## src/rtl/alu_seq_pkg.sv

```systemverilog
// alu_seq_pkg: shared definitions for the ALU op sequencer.
//   - opcode values (4-bit)
//   - 6-bit {zx,nx,zy,ny,f,no} control encodings
//   - FSM state type
//   - CTRL_QUIET: control word driven whenever the ALU is not in use
package alu_seq_pkg;

   localparam logic [3:0] OP_ZERO = 4'd0;
   localparam logic [3:0] OP_ONE  = 4'd1;
   localparam logic [3:0] OP_NEG1 = 4'd2;
   localparam logic [3:0] OP_X    = 4'd3;
   localparam logic [3:0] OP_Y    = 4'd4;
   localparam logic [3:0] OP_NOTX = 4'd5;
   localparam logic [3:0] OP_NEGX = 4'd6;
   localparam logic [3:0] OP_INCX = 4'd7;
   localparam logic [3:0] OP_DECX = 4'd8;
   localparam logic [3:0] OP_ADD  = 4'd9;
   localparam logic [3:0] OP_SUB  = 4'd10;
   localparam logic [3:0] OP_AND  = 4'd11;
   localparam logic [3:0] OP_OR   = 4'd12;
   localparam logic [3:0] OP_MUL  = 4'd13;

   localparam logic [5:0] CTRL_ZERO  = 6'b101010;
   localparam logic [5:0] CTRL_ONE   = 6'b111111;
   localparam logic [5:0] CTRL_NEG1  = 6'b111010;
   localparam logic [5:0] CTRL_X     = 6'b001100;
   localparam logic [5:0] CTRL_Y     = 6'b110000;
   localparam logic [5:0] CTRL_NOTX  = 6'b001101;
   localparam logic [5:0] CTRL_NEGX  = 6'b001111;
   localparam logic [5:0] CTRL_INCX  = 6'b011111;
   localparam logic [5:0] CTRL_DECX  = 6'b001110;
   localparam logic [5:0] CTRL_ADD   = 6'b000010;
   localparam logic [5:0] CTRL_SUB   = 6'b010011;
   localparam logic [5:0] CTRL_AND   = 6'b000000;
   localparam logic [5:0] CTRL_OR    = 6'b010101;
   localparam logic [5:0] CTRL_QUIET = 6'b101010;

   typedef enum logic [1:0] {
      ST_IDLE = 2'd0,
      ST_EXEC = 2'd1,
      ST_MUL  = 2'd2,
      ST_RESP = 2'd3
   } seq_state_t;

endpackage

```

## src/rtl/alu_op_sequencer_if.sv

```systemverilog
// alu_op_sequencer_if: command and response channels of the ALU op sequencer.
//   cmd_valid/cmd_ready/cmd_op/cmd_a/cmd_b : command channel (decoder -> sequencer)
//   rsp_valid/rsp_ready/rsp_data/rsp_zr/rsp_ng/rsp_err : response channel
//   modport master : decoder side; modport slave : sequencer side
interface alu_op_sequencer_if #(
   parameter int WIDTH = 8,
   parameter int OPW   = 4
);
   logic             cmd_valid;
   logic             cmd_ready;
   logic [OPW-1:0]   cmd_op;
   logic [WIDTH-1:0] cmd_a;
   logic [WIDTH-1:0] cmd_b;
   logic             rsp_valid;
   logic             rsp_ready;
   logic [WIDTH-1:0] rsp_data;
   logic             rsp_zr;
   logic             rsp_ng;
   logic             rsp_err;

   modport master (
      output cmd_valid, cmd_op, cmd_a, cmd_b, rsp_ready,
      input  cmd_ready, rsp_valid, rsp_data, rsp_zr, rsp_ng, rsp_err
   );

   modport slave (
      input  cmd_valid, cmd_op, cmd_a, cmd_b, rsp_ready,
      output cmd_ready, rsp_valid, rsp_data, rsp_zr, rsp_ng, rsp_err
   );
endinterface

```

## src/rtl/alu_ctrl_decode.sv

```systemverilog
// alu_ctrl_decode: combinational opcode -> ALU control decode.
//   op    in  OPW  opcode
//   ctrl  out 6    {zx,nx,zy,ny,f,no}; MUL maps to ADD, illegal maps to quiet
//   legal out 1    opcode 0..13
module alu_ctrl_decode
   import alu_seq_pkg::*;
#(
   parameter int OPW = 4
) (
   input  logic [OPW-1:0] op,
   output logic [5:0]     ctrl,
   output logic           legal
);

   always_comb begin
      ctrl  = CTRL_QUIET;
      legal = 1'b1;
      case (op)
         OPW'(OP_ZERO): ctrl = CTRL_ZERO;
         OPW'(OP_ONE):  ctrl = CTRL_ONE;
         OPW'(OP_NEG1): ctrl = CTRL_NEG1;
         OPW'(OP_X):    ctrl = CTRL_X;
         OPW'(OP_Y):    ctrl = CTRL_Y;
         OPW'(OP_NOTX): ctrl = CTRL_NOTX;
         OPW'(OP_NEGX): ctrl = CTRL_NEGX;
         OPW'(OP_INCX): ctrl = CTRL_INCX;
         OPW'(OP_DECX): ctrl = CTRL_DECX;
         OPW'(OP_ADD):  ctrl = CTRL_ADD;
         OPW'(OP_SUB):  ctrl = CTRL_SUB;
         OPW'(OP_AND):  ctrl = CTRL_AND;
         OPW'(OP_OR):   ctrl = CTRL_OR;
         OPW'(OP_MUL):  ctrl = CTRL_ADD;
         default: begin
            ctrl  = CTRL_QUIET;
            legal = 1'b0;
         end
      endcase
   end

endmodule

```

## src/rtl/alu_op_sequencer.sv

```systemverilog
// alu_op_sequencer: command-driven sequencer for the 8-bit zx/nx/zy/ny/f/no ALU.
//   clk, rst_n       : clock, asynchronous active-low reset
//   bus (slave)      : cmd_* command channel in, rsp_* registered response channel out
//   alu_x/alu_y      : operands to the external ALU
//   alu_ctrl         : {zx,nx,zy,ny,f,no} to the external ALU
//   alu_o/zr/ng      : combinational ALU result and flags
// Single-pass ops take one EXEC cycle; MUL is shift-add through the ALU.
// Build option: `define MUL_EARLY_EXIT_EN to end MUL once the multiplier is exhausted.
module alu_op_sequencer
   import alu_seq_pkg::*;
#(
   parameter int WIDTH = 8,
   parameter int OPW   = 4
) (
   input  logic               clk,
   input  logic               rst_n,
   alu_op_sequencer_if.slave  bus,
   output logic [WIDTH-1:0]   alu_x,
   output logic [WIDTH-1:0]   alu_y,
   output logic [5:0]         alu_ctrl,
   input  logic [WIDTH-1:0]   alu_o,
   input  logic               alu_zr,
   input  logic               alu_ng
);

   localparam int CNT_W = $clog2(WIDTH) + 1;

   seq_state_t       state_q, state_d;
   logic [OPW-1:0]   op_q;
   logic [WIDTH-1:0] m_q, n_q, acc_q;
   logic [CNT_W-1:0] cnt_q;
   logic             rsp_valid_q, rsp_zr_q, rsp_ng_q, rsp_err_q;
   logic [WIDTH-1:0] rsp_data_q;

   logic             cmd_ready_w, accept;
   logic [OPW-1:0]   dec_op;
   logic [5:0]       dec_ctrl;
   logic             dec_legal;
   logic [WIDTH-1:0] n_shift, acc_next;
   logic             mul_last;

   // One decoder serves both the incoming opcode (legality at accept) and the latched one.
   assign dec_op = (state_q == ST_IDLE) ? bus.cmd_op : op_q;

   alu_ctrl_decode #(.OPW(OPW)) u_dec (
      .op    (dec_op),
      .ctrl  (dec_ctrl),
      .legal (dec_legal)
   );

   assign cmd_ready_w   = (state_q == ST_IDLE);
   assign accept        = bus.cmd_valid && cmd_ready_w;
   assign bus.cmd_ready = cmd_ready_w;
   assign bus.rsp_valid = rsp_valid_q;
   assign bus.rsp_data  = rsp_data_q;
   assign bus.rsp_zr    = rsp_zr_q;
   assign bus.rsp_ng    = rsp_ng_q;
   assign bus.rsp_err   = rsp_err_q;

   always_ff @(posedge clk or negedge rst_n) begin
      if (!rst_n) state_q <= ST_IDLE;
      else        state_q <= state_d;
   end

   always_comb begin
      state_d  = state_q;
      alu_x    = '0;
      alu_y    = '0;
      alu_ctrl = CTRL_QUIET;
      mul_last = 1'b0;
      n_shift  = n_q >> 1;
      acc_next = n_q[0] ? alu_o : acc_q;
      case (state_q)
         ST_IDLE: begin
            if (accept) begin
               if (!dec_legal)                      state_d = ST_RESP;
               else if (bus.cmd_op == OPW'(OP_MUL)) state_d = ST_MUL;
               else                                 state_d = ST_EXEC;
            end
         end
         ST_EXEC: begin
            alu_x    = m_q;
            alu_y    = n_q;
            alu_ctrl = dec_ctrl;
            state_d  = ST_RESP;
         end
         ST_MUL: begin
            alu_x    = acc_q;
            alu_y    = m_q;
            alu_ctrl = CTRL_ADD;
`ifdef MUL_EARLY_EXIT_EN
            // The count bound is redundant (n empties after WIDTH shifts) but keeps cnt meaningful.
            mul_last = (n_shift == '0) || (cnt_q == CNT_W'(WIDTH - 1));
`else
            mul_last = (cnt_q == CNT_W'(WIDTH - 1));
`endif
            if (mul_last) state_d = ST_RESP;
         end
         ST_RESP: begin
            if (bus.rsp_ready) state_d = ST_IDLE;
         end
         default: state_d = ST_IDLE;
      endcase
   end

   always_ff @(posedge clk or negedge rst_n) begin
      if (!rst_n) begin
         op_q        <= '0;
         m_q         <= '0;
         n_q         <= '0;
         acc_q       <= '0;
         cnt_q       <= '0;
         rsp_valid_q <= 1'b0;
         rsp_data_q  <= '0;
         rsp_zr_q    <= 1'b0;
         rsp_ng_q    <= 1'b0;
         rsp_err_q   <= 1'b0;
      end else begin
         case (state_q)
            ST_IDLE: begin
               if (accept) begin
                  op_q  <= bus.cmd_op;
                  m_q   <= bus.cmd_a;
                  n_q   <= bus.cmd_b;
                  acc_q <= '0;
                  cnt_q <= '0;
                  if (!dec_legal) begin
                     rsp_valid_q <= 1'b1;
                     rsp_data_q  <= '0;
                     rsp_zr_q    <= 1'b1;
                     rsp_ng_q    <= 1'b0;
                     rsp_err_q   <= 1'b1;
                  end
               end
            end
            ST_EXEC: begin
               rsp_valid_q <= 1'b1;
               rsp_data_q  <= alu_o;
               rsp_zr_q    <= alu_zr;
               rsp_ng_q    <= alu_ng;
               rsp_err_q   <= 1'b0;
            end
            ST_MUL: begin
               acc_q <= acc_next;
               m_q   <= m_q << 1;
               n_q   <= n_shift;
               cnt_q <= cnt_q + CNT_W'(1);
               // Flags come from the final accumulator, not the ALU, since the last add may be skipped.
               if (mul_last) begin
                  rsp_valid_q <= 1'b1;
                  rsp_data_q  <= acc_next;
                  rsp_zr_q    <= ~|acc_next;
                  rsp_ng_q    <= acc_next[WIDTH-1];
                  rsp_err_q   <= 1'b0;
               end
            end
            ST_RESP: begin
               if (bus.rsp_ready) rsp_valid_q <= 1'b0;
            end
            default: ;
         endcase
      end
   end

endmodule

```

## src/flat_wrapper.sv

```systemverilog
// flat-port wrapper written by rule: the top's interface ports become plain ports
module alu_op_sequencer_flat import alu_seq_pkg::*;
#(
   parameter int WIDTH = 8,
   parameter int OPW   = 4
)
  (clk, rst_n, alu_x, alu_y, alu_ctrl, alu_o, alu_zr, alu_ng, bus_cmd_valid, bus_cmd_op, bus_cmd_a, bus_cmd_b, bus_rsp_ready, bus_cmd_ready, bus_rsp_valid, bus_rsp_data, bus_rsp_zr, bus_rsp_ng, bus_rsp_err);
  alu_op_sequencer_if #(.WIDTH(WIDTH), .OPW(OPW)) bus_i ();
  input  logic clk;
  input  logic rst_n;
  output logic [WIDTH-1:0] alu_x;
  output logic [WIDTH-1:0] alu_y;
  output logic [5:0] alu_ctrl;
  input  logic [WIDTH-1:0] alu_o;
  input  logic alu_zr;
  input  logic alu_ng;
  input wire logic [$bits(bus_i.cmd_valid)-1:0] bus_cmd_valid;
  input wire logic [$bits(bus_i.cmd_op)-1:0] bus_cmd_op;
  input wire logic [$bits(bus_i.cmd_a)-1:0] bus_cmd_a;
  input wire logic [$bits(bus_i.cmd_b)-1:0] bus_cmd_b;
  input wire logic [$bits(bus_i.rsp_ready)-1:0] bus_rsp_ready;
  output wire logic [$bits(bus_i.cmd_ready)-1:0] bus_cmd_ready;
  output wire logic [$bits(bus_i.rsp_valid)-1:0] bus_rsp_valid;
  output wire logic [$bits(bus_i.rsp_data)-1:0] bus_rsp_data;
  output wire logic [$bits(bus_i.rsp_zr)-1:0] bus_rsp_zr;
  output wire logic [$bits(bus_i.rsp_ng)-1:0] bus_rsp_ng;
  output wire logic [$bits(bus_i.rsp_err)-1:0] bus_rsp_err;
  assign bus_i.cmd_valid = bus_cmd_valid;
  assign bus_i.cmd_op = bus_cmd_op;
  assign bus_i.cmd_a = bus_cmd_a;
  assign bus_i.cmd_b = bus_cmd_b;
  assign bus_i.rsp_ready = bus_rsp_ready;
  assign bus_cmd_ready = bus_i.cmd_ready;
  assign bus_rsp_valid = bus_i.rsp_valid;
  assign bus_rsp_data = bus_i.rsp_data;
  assign bus_rsp_zr = bus_i.rsp_zr;
  assign bus_rsp_ng = bus_i.rsp_ng;
  assign bus_rsp_err = bus_i.rsp_err;
  alu_op_sequencer #(.WIDTH(WIDTH), .OPW(OPW)) u_core (.clk(clk), .rst_n(rst_n), .bus(bus_i), .alu_x(alu_x), .alu_y(alu_y), .alu_ctrl(alu_ctrl), .alu_o(alu_o), .alu_zr(alu_zr), .alu_ng(alu_ng));
endmodule
```

## config.mk

```make
export PLATFORM = sky130hd
export DESIGN_NAME = alu_op_sequencer_flat
export DESIGN_NICKNAME = d
export VERILOG_FILES = /design/src/rtl/alu_seq_pkg.sv /design/src/rtl/alu_op_sequencer_if.sv /design/src/rtl/alu_ctrl_decode.sv /design/src/rtl/alu_op_sequencer.sv /design/src/flat_wrapper.sv
export SDC_FILE = /design/constraint.sdc
export NUM_CORES = 1
export LEC_CHECK = 0
export ABC_CLOCK_PERIOD_IN_PS = 2300
export BUFFER_PORTS_ARGS = -buffer_cell sky130_fd_sc_hd__buf_2
export CAP_MARGIN = 5
export CORE_MARGIN = 1
export CORE_UTILIZATION = 25
export DETAILED_ROUTE_END_ITERATION = 6
export SLEW_MARGIN = 20
export SYNTH_ARGS = -nofsm -noshare
export SYNTH_HDL_FRONTEND = slang
export SYNTH_SLANG_ARGS = --single-unit
```

## constraint.sdc

```tcl
create_clock -name clk -period 2.3 [get_ports clk]
set_clock_uncertainty 0.05 [all_clocks]
set_input_delay 0.23 -clock clk [delete_from_list [all_inputs] [get_ports clk]]
set_output_delay 0.23 -clock clk [all_outputs]
set_load 0.1 [all_outputs]
```

==> summary.md <==
| Metric | Value |
|---|---|
| Critical path class | register to primary output |
| Final weighted congestion of routability-driven global placement | 0.779 |
| Total negative setup slack | -0.854 ns |
| Max-capacitance violation count | 0 |
| Full die area | 11,900 um2 |
| Clock insertion delay at the later pin of the skew report | 0.28 ns |
| Total routing resource utilization after global routing | 0.147 |
| Critical path startpoint | u_core.state_q[1]$_DFFE_PN0P_ |
| Clock root cell | clkbuf_16 |
| Number of setup violations in the final report | 16 |
| CTS tree | yes |
| Share of the clock period used by the worst path | 1.06 |
| Startpoint of the worst register-to-register path | u_core.state_q[0]$_DFFE_PN0P_ |
| Final Max Slew Viols | 0 |
| H-tree depth | 2 |
| Critical path, cell by cell | inv_2 > ha_4 > mux2_4 > xnor2_2 > or3_4 > a21oi_4 > buf_12 |
| Top cell types by occurrence after synthesis | dfrtp_1 (46), o21ai_0 (39), nand2_1 (35), mux2i_1 (22), a22o_1 (18) |
| Global-route wire length before repair | 13,700 um |
| TritonCTS sink count | 46 |
| Met1 routed wirelength after detailed routing | 3880 um |
| Count of yosys warnings during synthesis | 0 |
| Synthesized instance count | 304 |
| Violations in the final reports | negative hold slack, negative setup slack |
| Number of global-route vias before repair | 2,667 |
| Final Routed Wirelength | 8670 um |
| Die boundary height | 109 um |
| Number of remaining DRC errors | 0 |
| Worst setup SP type | register |
| Starting density of the core | 0.260 |
| Worst-path cell with the longest stage delay | dfrtp_1 |
| Detailed-route vias per instance | 4.97 |
| Post-CTS Hold Buffers | 0 |
| Clk buf depth | 2 |
| Status | finished, violations left |
| Data arrival at the endpoint of the critical path | 2.16 ns |
| Count of state elements after synthesis | 46 |
| Fraction of final layout cells sized beyond drive strength 1 | 0.431 |
| Length of routed met3 wiring | 350 um |
| N_diodes | 0 |
| Top layer reached by signal wires | met4 |
| Combined area of all synthesized cells | 2870 um2 |
| Area share of the leading cell type in the synthesized netlist | 0.401 |
| Vias after detailed routing | 2,642 |
| Largest net degree at the start of global routing | 47 |
| Slew at the pin closest to its max-slew limit | 0.730 ns |
| Clock Pin Slew Worst Setup and Hold Paths | 0.07 ns |
| Final design utilization | 0.398 |
| Headroom to the max-slew limit | 0.513 |
| Largest cells by area after synthesis | dfrtp_1 (40%), mux2i_1 (7.7%), o21ai_0 (6.8%), mux2_2 (6.3%), a22o_1 (5.5%) |
| Slowest Stage Delay on Critical Path | 0.38 ns |
| Initial DRC count | 135 |
| Number of instances in the placed design | 506 |
| Non-filler instance count after layout | 532 |
| Type of the worst min-delay path | primary input to async pin |
| Portion of the post-synthesis area used by sequential elements | 0.401 |
| Core region area | 11,000 um2 |
| Count of flip-flops with a built-in enable after synthesis | 0 |
| Most used DFF post-synth | dfrtp_1 |
| Chip Width | 109 um |
| Share of flip-flops with an asynchronous set or reset | 1.00 |
| Net count of the mapped netlist | 345 |
| Detailed-route wire length per cell | 16.3 um |
| Worst-path maximum fanout | 6 |
| Count of port buffers added during placement | 68 |
| Maximum clock rate | 410 MHz |
| Number of distinct library cells after synthesis | 44 |
| Hold violation total from the final report | 20 |
| Most common cell in the netlist | dfrtp_1 |
| Worst Hold Slack | -0.0130 ns |
| Overall overflow remaining after global route | 0 |
| Mean Syn Cell Area | 9.43 um2 |
| Net count, final | 432 |
| Initial antenna violation count | 0 |
| Required time worst endpoint | 2.02 ns |
| Number of top-level design ports | 69 |
| Post-detail-place hpwl | 6000 um |
| 1st-pass router iterations | 4 |
| Slack of the critical path | -0.138 ns |
| Row cnt | 38 |
| Signed area change from the synthesized netlist to the final layout | 53.0% |
| Routed wire length on met2 | 4390 um |
| Number of nets with antenna violations after detailed routing | 0 |
| Number of buffers inserted during clock tree synthesis | 5 |
| Setup repair after global routing missed its margin | yes |
| Final Critical Period | 2.44 ns |
| Largest area contributor in the netlist | dfrtp_1 |
| Crit. End Element | primary output |
[logic make-up (layout without fill, tap and decap cells)]
logic type,Yosys count,in the layout,share of synthesized area
adders and majority gates,8,8,0.0340
xor gates and xnor gates,1,1,0.00305
DFF,46,46,0.401
muxes,40,40,0.150
AOI/OAI and AO/OA,94,94,0.218
and+or+nand+nor,82,83,0.141
buffers and inverters,33,120,0.0524
[layout make-up]
class | count | area, um2
Tap cell | 140 | 175
Sequential cell | 46 | 1150
Clock inverter | 2 | 60.1
Multi-Input combinational cell | 226 | 1880
Fill cell | 1068 | 6640
Clock buffer | 6 | 139
Timing Repair Buffer | 99 | 930
Inverter | 13 | 48.8
[metrics by stage]
stage / cell area (um2) / setup slack, ns
floorplan: 3030 / -0.512
global placement: 3880 / 0.0607
detailed placement: 3880 / -0.0123
CTS: 4230 / -0.151
global route: 4390 / -0.236
finish: 4390 / -0.138
[what timing repair did]
item | 4_1_cts | 5_1_grt
cloned | 0 | 2
setup buffers | 11 | 5
pin swaps | 7 | 13
gates resized for setup | 14 | 22
hold endpoints to repair | 0 | 0
setup endpoints to repair | 22 | 20
[sequential cells by signal, summed over array words and instances, names as in the netlist]
register and count:
u_core.acc_q 8, u_core.bus.rsp_data 8, u_core.bus.rsp_err 1, u_core.bus.rsp_ng 1, u_core.bus.rsp_valid 1, u_core.bus.rsp_zr 1, u_core.cnt_q 4, u_core.m_q 8
u_core.n_q 8, u_core.op_q 4, u_core.state_q 2
[layout by cell type (no fill, tap or decap), types with 3 or more instances in the layout]
master / n
o21ai_2: 5
a22o_1: 8
a21oi_4: 3
a31oi_1: 3
mux2i_4: 3
a21oi_1: 4
buf_12: 22
ha_4: 3
nand2b_1: 4
mux2i_1: 18
o21ai_0: 33
nand2_1: 32
mux2_4: 3
nand3b_1: 4
a22oi_1: 7
dfrtp_1: 46
a2bb2oi_1: 6
nor2b_1: 4
inv_1: 11
ha_1: 4
o22ai_1: 3
a22o_4: 10
buf_6: 3
nand3_1: 13
buf_2: 46
clkbuf_16: 5
nor2_1: 8
mux2_2: 14
buf_4: 26
[worst paths after layout]
check | end | slack (ns) | cells after the start
hold reg to reg | u_core.bus.rsp_data[5]$_DFFE_PN0P_ | 0.45 | 1
min in group clk | u_core.n_q[7]$_DFFE_PN0P_ | 0.14 | 3
hold / removal | u_core.bus.rsp_err$_DFFE_PN0P_ | -0.01 | 2
setup reg to reg | u_core.bus.rsp_data[3]$_DFFE_PN0P_ | 0.04 | 9
max in group asynchronous | u_core.cnt_q[1]$_DFFE_PN0P_ | 1.80 | 2
setup / recovery | alu_ctrl[4] | -0.14 | 7
[routing by layer]
layer	up-vias	global-route usage
met2	47	0.245
met3	5	0.0299
met5	-	0
met4	0	0.0309
met1	1303	0.196
li1	1287	-
[worst max-delay path: cells and delay by family (launching register included)]
family                   cells  cell delay [ns]
flip-flops                   1             0.38
AND/OR/NAND/NOR              1             0.36
multiplexers                 1             0.33
buffers and inverters        2             0.27
adder cells (fa/ha/maj)      1             0.20
AO/OA/AOI/OAI                1             0.16
XOR/XNOR                     1             0.15
Power is left out: the tool's default activity adds up to more than one toggle a clock period on the data nets, which glitch-free logic cannot reach.
